### src/rtl/regfile_wb_arbiter.sv
// Writeback arbiter for a single register-file write port shared by an ALU (A) and a load (B) path,
// with a destination busy scoreboard and a source read-hazard stall toward issue.
module regfile_wb_arbiter #(
  parameter int unsigned ADDR_W     = 5,
  parameter int unsigned DATA_W     = 32,
  parameter int unsigned FIXED_PRIO = 0
) (
  input  logic                      clk,
  input  logic                      rst,
  input  logic                      rsv_valid,
  input  logic [ADDR_W-1:0]         rsv_addr,
  input  logic                      a_valid,
  input  logic [ADDR_W-1:0]         a_addr,
  input  logic [DATA_W-1:0]         a_data,
  output logic                      a_ready,
  input  logic                      b_valid,
  input  logic [ADDR_W-1:0]         b_addr,
  input  logic [DATA_W-1:0]         b_data,
  output logic                      b_ready,
  output logic                      rf_write_ena,
  output logic [ADDR_W-1:0]         rf_write_addr,
  output logic [DATA_W-1:0]         rf_data,
  input  logic [ADDR_W-1:0]         rd1_addr,
  input  logic [ADDR_W-1:0]         rd2_addr,
  output logic                      stall,
  output logic [(1<<ADDR_W)-1:0]    busy
);

  localparam int unsigned NREG = 1 << ADDR_W;

  typedef enum logic {
    GRANT_A = 1'b0,
    GRANT_B = 1'b1
  } grant_e;

  grant_e            last_q, last_d;
  logic              grant_a, grant_b;
  logic              acc, w_real;
  logic [ADDR_W-1:0] w_addr;
  logic [DATA_W-1:0] w_data;
  logic [NREG-1:0]   busy_q, busy_d;

  // Arbitration: lone requester wins; on conflict either fixed A or alternate
  always_comb begin
    last_d  = last_q;
    grant_a = 1'b0;
    grant_b = 1'b0;
    if (a_valid && b_valid) begin
      if ((FIXED_PRIO != 0) || (last_q == GRANT_B)) grant_a = 1'b1;
      else                                          grant_b = 1'b1;
    end else begin
      grant_a = a_valid;
      grant_b = b_valid;
    end
    if (grant_a)      last_d = GRANT_A;
    else if (grant_b) last_d = GRANT_B;
  end

  assign a_ready = grant_a;
  assign b_ready = grant_b;

  assign acc    = grant_a | grant_b;
  assign w_addr = grant_a ? a_addr : b_addr;
  assign w_data = grant_a ? a_data : b_data;
  // x0 writes are accepted but never reach the register file
  assign w_real = acc && (w_addr != '0);

  // Scoreboard update: clear on accept, then set on reserve so a same-edge reserve wins
  always_comb begin
    busy_d = busy_q;
    if (w_real) busy_d[w_addr] = 1'b0;
    if (rsv_valid && (rsv_addr != '0)) busy_d[rsv_addr] = 1'b1;
    busy_d[0] = 1'b0;
  end

  always_ff @(posedge clk or negedge rst) begin
    if (!rst) begin
      last_q        <= GRANT_B;
      busy_q        <= '0;
      rf_write_ena  <= 1'b0;
      rf_write_addr <= '0;
      rf_data       <= '0;
    end else begin
      last_q       <= last_d;
      busy_q       <= busy_d;
      rf_write_ena <= w_real;
      if (w_real) begin
        rf_write_addr <= w_addr;
        rf_data       <= w_data;
      end
    end
  end

  // A source is hazardous while reserved or while its write sits between accept and commit
  function automatic logic hazard(input logic [ADDR_W-1:0] r);
    return (r != '0) && (busy_q[r] || (rf_write_ena && (rf_write_addr == r)));
  endfunction

  assign stall = hazard(rd1_addr) | hazard(rd2_addr);
  assign busy  = busy_q;

endmodule

### config.mk
export PLATFORM = sky130hd
export DESIGN_NAME = regfile_wb_arbiter
export DESIGN_NICKNAME = d
export VERILOG_FILES = /design/src/rtl/regfile_wb_arbiter.sv
export SDC_FILE = /design/constraint.sdc
export NUM_CORES = 1
export LEC_CHECK = 0
export ABC_AREA = 0
export CAP_MARGIN = 20
export CORE_MARGIN = 4
export CORE_UTILIZATION = 44
export DETAILED_ROUTE_END_ITERATION = 10
export PLACE_DENSITY = 0.91
export SLEW_MARGIN = 20
export SYNTH_ARGS = -nofsm -noshare
export SYNTH_HDL_FRONTEND = slang
export SYNTH_SLANG_ARGS = --single-unit
### constraint.sdc
create_clock -name clk -period 3.3 [get_ports clk]
set_input_delay 0.66 -clock clk [delete_from_list [all_inputs] [get_ports clk]]
set_output_delay 0.66 -clock clk [all_outputs]
set_load 0.05 [all_outputs]
# ---- After elaboration in Yosys (flattened, before gate mapping)
# Index checks and enable logic that the tools add are counted.
dict set report word_totals {
  regBits 70
  output_inout_bits 73
  inputBits 94
  elab_cells 52
}
dict set report op_classes {
  mux 18
  bitwise 5
  eq_ne 2
  n_reduce_logical 16
  order_cmp 6
}
# operator count
set op_table {}
lappend op_table {{32-bit 2-to-1 mux} 3}
lappend op_table {{32-bit bitwise AND} 1}
lappend op_table {{32-bit NOT} 1}
lappend op_table {{32-bit bitwise OR} 1}
lappend op_table {{5-bit by 6-bit less-than comparator with 1-bit output (second input constant)} 4}
lappend op_table {{5-bit nonzero test} 4}
lappend op_table {{1-bit binary-select mux with 5-bit select} 2}
lappend op_table {{1-bit demux with 5-bit select} 2}
lappend op_table {{5-bit == test} 2}
lappend op_table {{5-bit by 1-bit greater-or-equal comparator with 1-bit output (second input constant)} 2}
lappend op_table {{1-bit 2-to-1 mux} 10}
lappend op_table {{1-bit logical AND} 9}
lappend op_table {{5-bit 2-to-1 mux} 1}
lappend op_table {{1-bit logical OR} 2}
lappend op_table {{1-bit bitwise OR} 2}
lappend op_table {{2-bit nonzero test} 1}

# ---- Longest topological paths before layout
dict set report depth {
  ltp_word 12
  mapped_depth 9
  depth_no_buf 6
}

# ---- Worst setup path after synthesis
# OpenSTA, ideal clock, no wires.
dict set report synth_path {
  path_type {input port to output port}
  startpoint {input port rd1_addr[2]}
  endpoint {output port stall}
  path_buffers 1
  cell_stages 6
  path_slack_ns -0.217
  required_ns 2.640
  arrival_ns 2.857
  cell_sequence {buf_2 mux2i_1 mux4_2 nor2_1 a2111oi_0 o32ai_1}
}
dict set report synth_via {
  elab_chain_len 5
  elab_cells_between_ends 8
  classes_between {1 x eq/ne; 2 x mux; 1 x bitwise; 4 x reduce/logical}
}
# item line
set synth_rtl {}
lappend synth_rtl {{from (decl)} 23} ;# input logic [ADDR_W-1:0] rd1_addr,
lappend synth_rtl {{1-bit binary-select mux with 5-bit select or 5-bit == test (tied branches)} 96} ;# return (r != '0) && (busy_q[r] || (rf_write_ena && (rf_write_addr == r)));
lappend synth_rtl {{1-bit 2-to-1 mux (implied by the code) or 1-bit logical AND (tied branches)} 96}
lappend synth_rtl {{1-bit logical OR} 96}
lappend synth_rtl {{1-bit logical AND *} 96}
lappend synth_rtl {{1-bit bitwise OR *} 99} ;# assign stall = hazard(rd1_addr) | hazard(rd2_addr);
lappend synth_rtl {{to (decl)} 25} ;# output logic stall,
# Every way passes the cells marked *; elsewhere a longest branch is shown, timed or not. The select of a mux whose other input is x is not followed.

# ---- Final worst setup path
dict set report layout_path {
  startpoint {input port rd1_addr[0]}
  endpoint {output port stall}
}
# The elaborated chain is that of the path after synthesis.

==> flow_summary.json <==
{
  "run_status": "finished, final reports clean",
  "setup_viol": 0,
  "hpwlAfterDp_um": 11200,
  "cts_hold_buf": 0,
  "num_vias": 3877,
  "power.share.clock_pct": 18.5,
  "synth.most_common_cell": "dfrtp_1",
  "fin_nets": 628,
  "period_minus_slack_ns": 3.19,
  "rows": 35,
  "fin_tns_setup_ns": 0,
  "root_buffer": "clkbuf_8",
  "leakage_nw": 2.59,
  "first_iter_violations": 410,
  "swShare_pct": 43.1,
  "crit_start": "rd1_addr[0]",
  "wl_um": 14600,
  "grt_max_degree": 41,
  "holdWs_ns": 0.383,
  "critical_path_class": "input port to output port",
  "async_flop_share_pct": 100,
  "die-area_um2": 11300,
  "synth-edff-count": 0,
  "drt_first_pass_iters": 5,
  "die_w_um": 106,
  "power_density_nw_per_um2": 588,
  "fmax_ghz": 0.314,
  "insertion_delay_ns": 0.35,
  "syn_nets": 451,
  "syn_area_um2": 4260,
  "area_growth_pct": 49.6,
  "multiInputGateArea_um2": 2350,
  "pwr-share-comb_pct": 47.3,
  "max_cap_viol_count": 0,
  "switching_power_mw": 1.61,
  "antenna_found_initial": 0,
  "synth_compound_area_share_pct": 14.5,
  "synth-simple-area-share_pct": 7.14,
  "antenna_cells": 0,
  "synthCells": 357,
  "track_usage_pct": 25.7,
  "place.gp.congestion": 0.956,
  "core_um2": 9330,
  "ir_drop_mv": 0.336,
  "finalWorstSetupSlack_ns": 0.111,
  "synth_mux_area_share_pct": 30.6,
  "grt_pass1_wl_um": 22200,
  "hold_viol_final": 0,
  "synth_xor_area_share_pct": 2.06,
  "r2r_cells": 7,
  "yosysWarnings": 0,
  "start_util_pct": 45.6,
  "seq_power_share_pct": 34.2,
  "ios": 167,
  "regToRegEndpoint": "rf_data[20]$_DFFE_PN0N_",
  "stdcell_count": 667,
  "ys_seq_elements": 70,
  "io_buffers": 165,
  "grt_pass1_vias": 4008,
  "syn_avg_cell_area_um2": 11.9,
  "h-tree-depth": 3,
  "skew_ns": 0.0132,
  "totalPowerFinal_mw": 3.74,
  "post-route-cell-area_um2": 6370,
  "crit_arrival_ns": 2.53,
  "regArea_um2": 1750,
  "cts_sinks": 70,
  "route.detailed.drc": 0,
  "filler_cell_count": 680,
  "period_share_pct": 96.6,
  "maxSlewViolCount": 0,
  "synth_flop_cell": "dfrtp_1",
  "placed_cell_area_um2": 6130,
  "clk_pin_slew_ns": 0.08,
  "hp-class": "input port to async pin",
  "synth_top_family_by_area": "multiplexers",
  "worst_slew_pin_slew_ns": 0.833,
  "yosysUniqueCellTypes": 54,
  "synth_adder_area_share_pct": 0,
  "overflow": 0,
  "drive_above_1_share_pct": 26.2,
  "cts_tree": "done",
  "routedWlPerCell_um": 21.9,
  "post-place-ws_ns": -0.254,
  "internal_power_mw": 2.13,
  "worstSetupStartpointType": "input port",
  "rsz0062_at_grt": "no",
  "fp.dieH_um": 106,
  "ff2ff_setup_slack_ns": 0.60,
  "cts-buffers-inserted": 9,
  "regToRegStartpoint": "last_q$_DFFE_PN1P_",
  "yosys.area.top_type": "dfrtp_1",
  "critPathRequiredTime_ns": 2.64,
  "final_core_util_pct": 68.3,
  "clock_path_buffers": 2,
  "worstSetupEndpointType": "output port",
  "ys_seq_area_share_pct": 41.2,
  "synth_area_leaders": "dfrtp_1 41%, mux2_2 14%, mux4_2 7.9%",
  "slew_headroom_pct": 44.1,
  "dpl.cell_count": 651,
  "synth_common_cells": "69 x dfrtp_1, 54 x mux2_2, 31 x o31ai_1",
  "ant_nets": 0,
  "yosysTopAreaCellShare_pct": 40.6,
  "critPathMaxFanout": 7,
  "vias_per_cell": 5.81
}
-- power by group through the flow --
| stage | sequential, mW | clock, mW | combinational, mW |
|---|---|---|---|
| detailed placement | 1.28 | 0 | 1.76 |
| global placement | 1.28 | 0 | 1.72 |
| global route | 1.29 | 0.731 | 1.85 |
| floorplan | 1.79 | 0 | 0.515 |
| finish | 1.28 | 0.692 | 1.77 |
| CTS | 1.26 | 0.695 | 1.77 |
-- cells in the final DEF, fill, tap and decap left out, types with 2 or more instances in the layout --
| master | netlist | routed |
|---|---|---|
| o31ai_1 | 31 | 31 |
| nand2b_1 | 5 | 5 |
| a2111oi_0 | 5 | 4 |
| mux2i_1 | 8 | 8 |
| buf_12 | 1 | 4 |
| o21ai_0 | 28 | 28 |
| inv_1 | 12 | 12 |
| clkbuf_8 | 0 | 10 |
| o22ai_1 | 4 | 4 |
| dlygate4sd2_1 | 0 | 3 |
| nand3b_1 | 3 | 3 |
| o21ai_1 | 4 | 4 |
| mux2_4 | 17 | 17 |
| or2_2 | 2 | 2 |
| and2_1 | 2 | 2 |
| xnor2_1 | 2 | 2 |
| buf_4 | 3 | 17 |
| a31oi_1 | 2 | 2 |
| clkdlybuf4s50_1 | 0 | 156 |
| nor2_1 | 11 | 11 |
| mux2_2 | 54 | 54 |
| or4_1 | 2 | 2 |
| buf_6 | 2 | 4 |
| nand2_1 | 13 | 13 |
| dfrtp_1 | 69 | 69 |
| a2111oi_2 | 1 | 2 |
| clkinv_2 | 0 | 2 |
| dlymetal6s2s_1 | 0 | 2 |
| mux4_2 | 15 | 15 |
| nand3_1 | 4 | 4 |
| xor2_1 | 8 | 8 |
| a21oi_1 | 7 | 7 |
| nor4_1 | 3 | 2 |
-- worst max-delay path by stage --
stage	endpoint	slack, ns	depth (start not counted)
6_report	stall	0.11	7
5_1_grt	stall	0.02	7
4_1_cts	stall	0.005	8
3_5_place_dp	stall	-0.25	7
3_3_place_gp	stall	-0.22	7
2_1_floorplan	stall	0.22	5
-- routing by layer --
layer,vias to the layer above,wire length (um),GRT usage [%]
li1,1711,-,-
met1,1924,5240,30.3
met2,196,7720,44.0
met3,46,1190,6.98
met4,0,478,10.9
met5,-,0,0
-- worst max-delay path: stages --
cell           delay, ns
dlygate4sd2_1       0.26
buf_6               0.16
mux4_2              0.49
mux4_2              0.48
nor3b_2             0.21
o32ai_2             0.11
buf_6               0.16
-- logic make-up after synthesis --
logic type             after synthesis
AO/OA/AOI/OAI                       92
other                                1
XOR/XNOR                            10
multiplexers                        95
buffers and inverters               34
AND/OR/NAND/NOR                     55
flip-flops                          70
-- layout make-up --
class	count	share of cell area, %
Inverter	13	0.766
Clock buffer	11	2.22
Tap cell	129	2.53
Multi-Input combinational cell	253	36.8
Timing Repair Buffer	187	29.4
Clock inverter	4	0.746
Sequential cell	70	27.5
-- flip-flops by register name (all words and copies together) (netlist names) --
| name | count |
|---|---|
| rf_write_addr | 5 |
| last_q | 1 |
| rf_write_ena | 1 |
| rf_data | 32 |
| busy | 31 |
-- repair_timing --
item	4_1_cts	5_1_grt
resized for setup	10	4
pin swaps	1	5
setup buffers	0	1
endpoints found under the setup margin	1	1
Note: power is estimated with default switching activity, not from simulation.
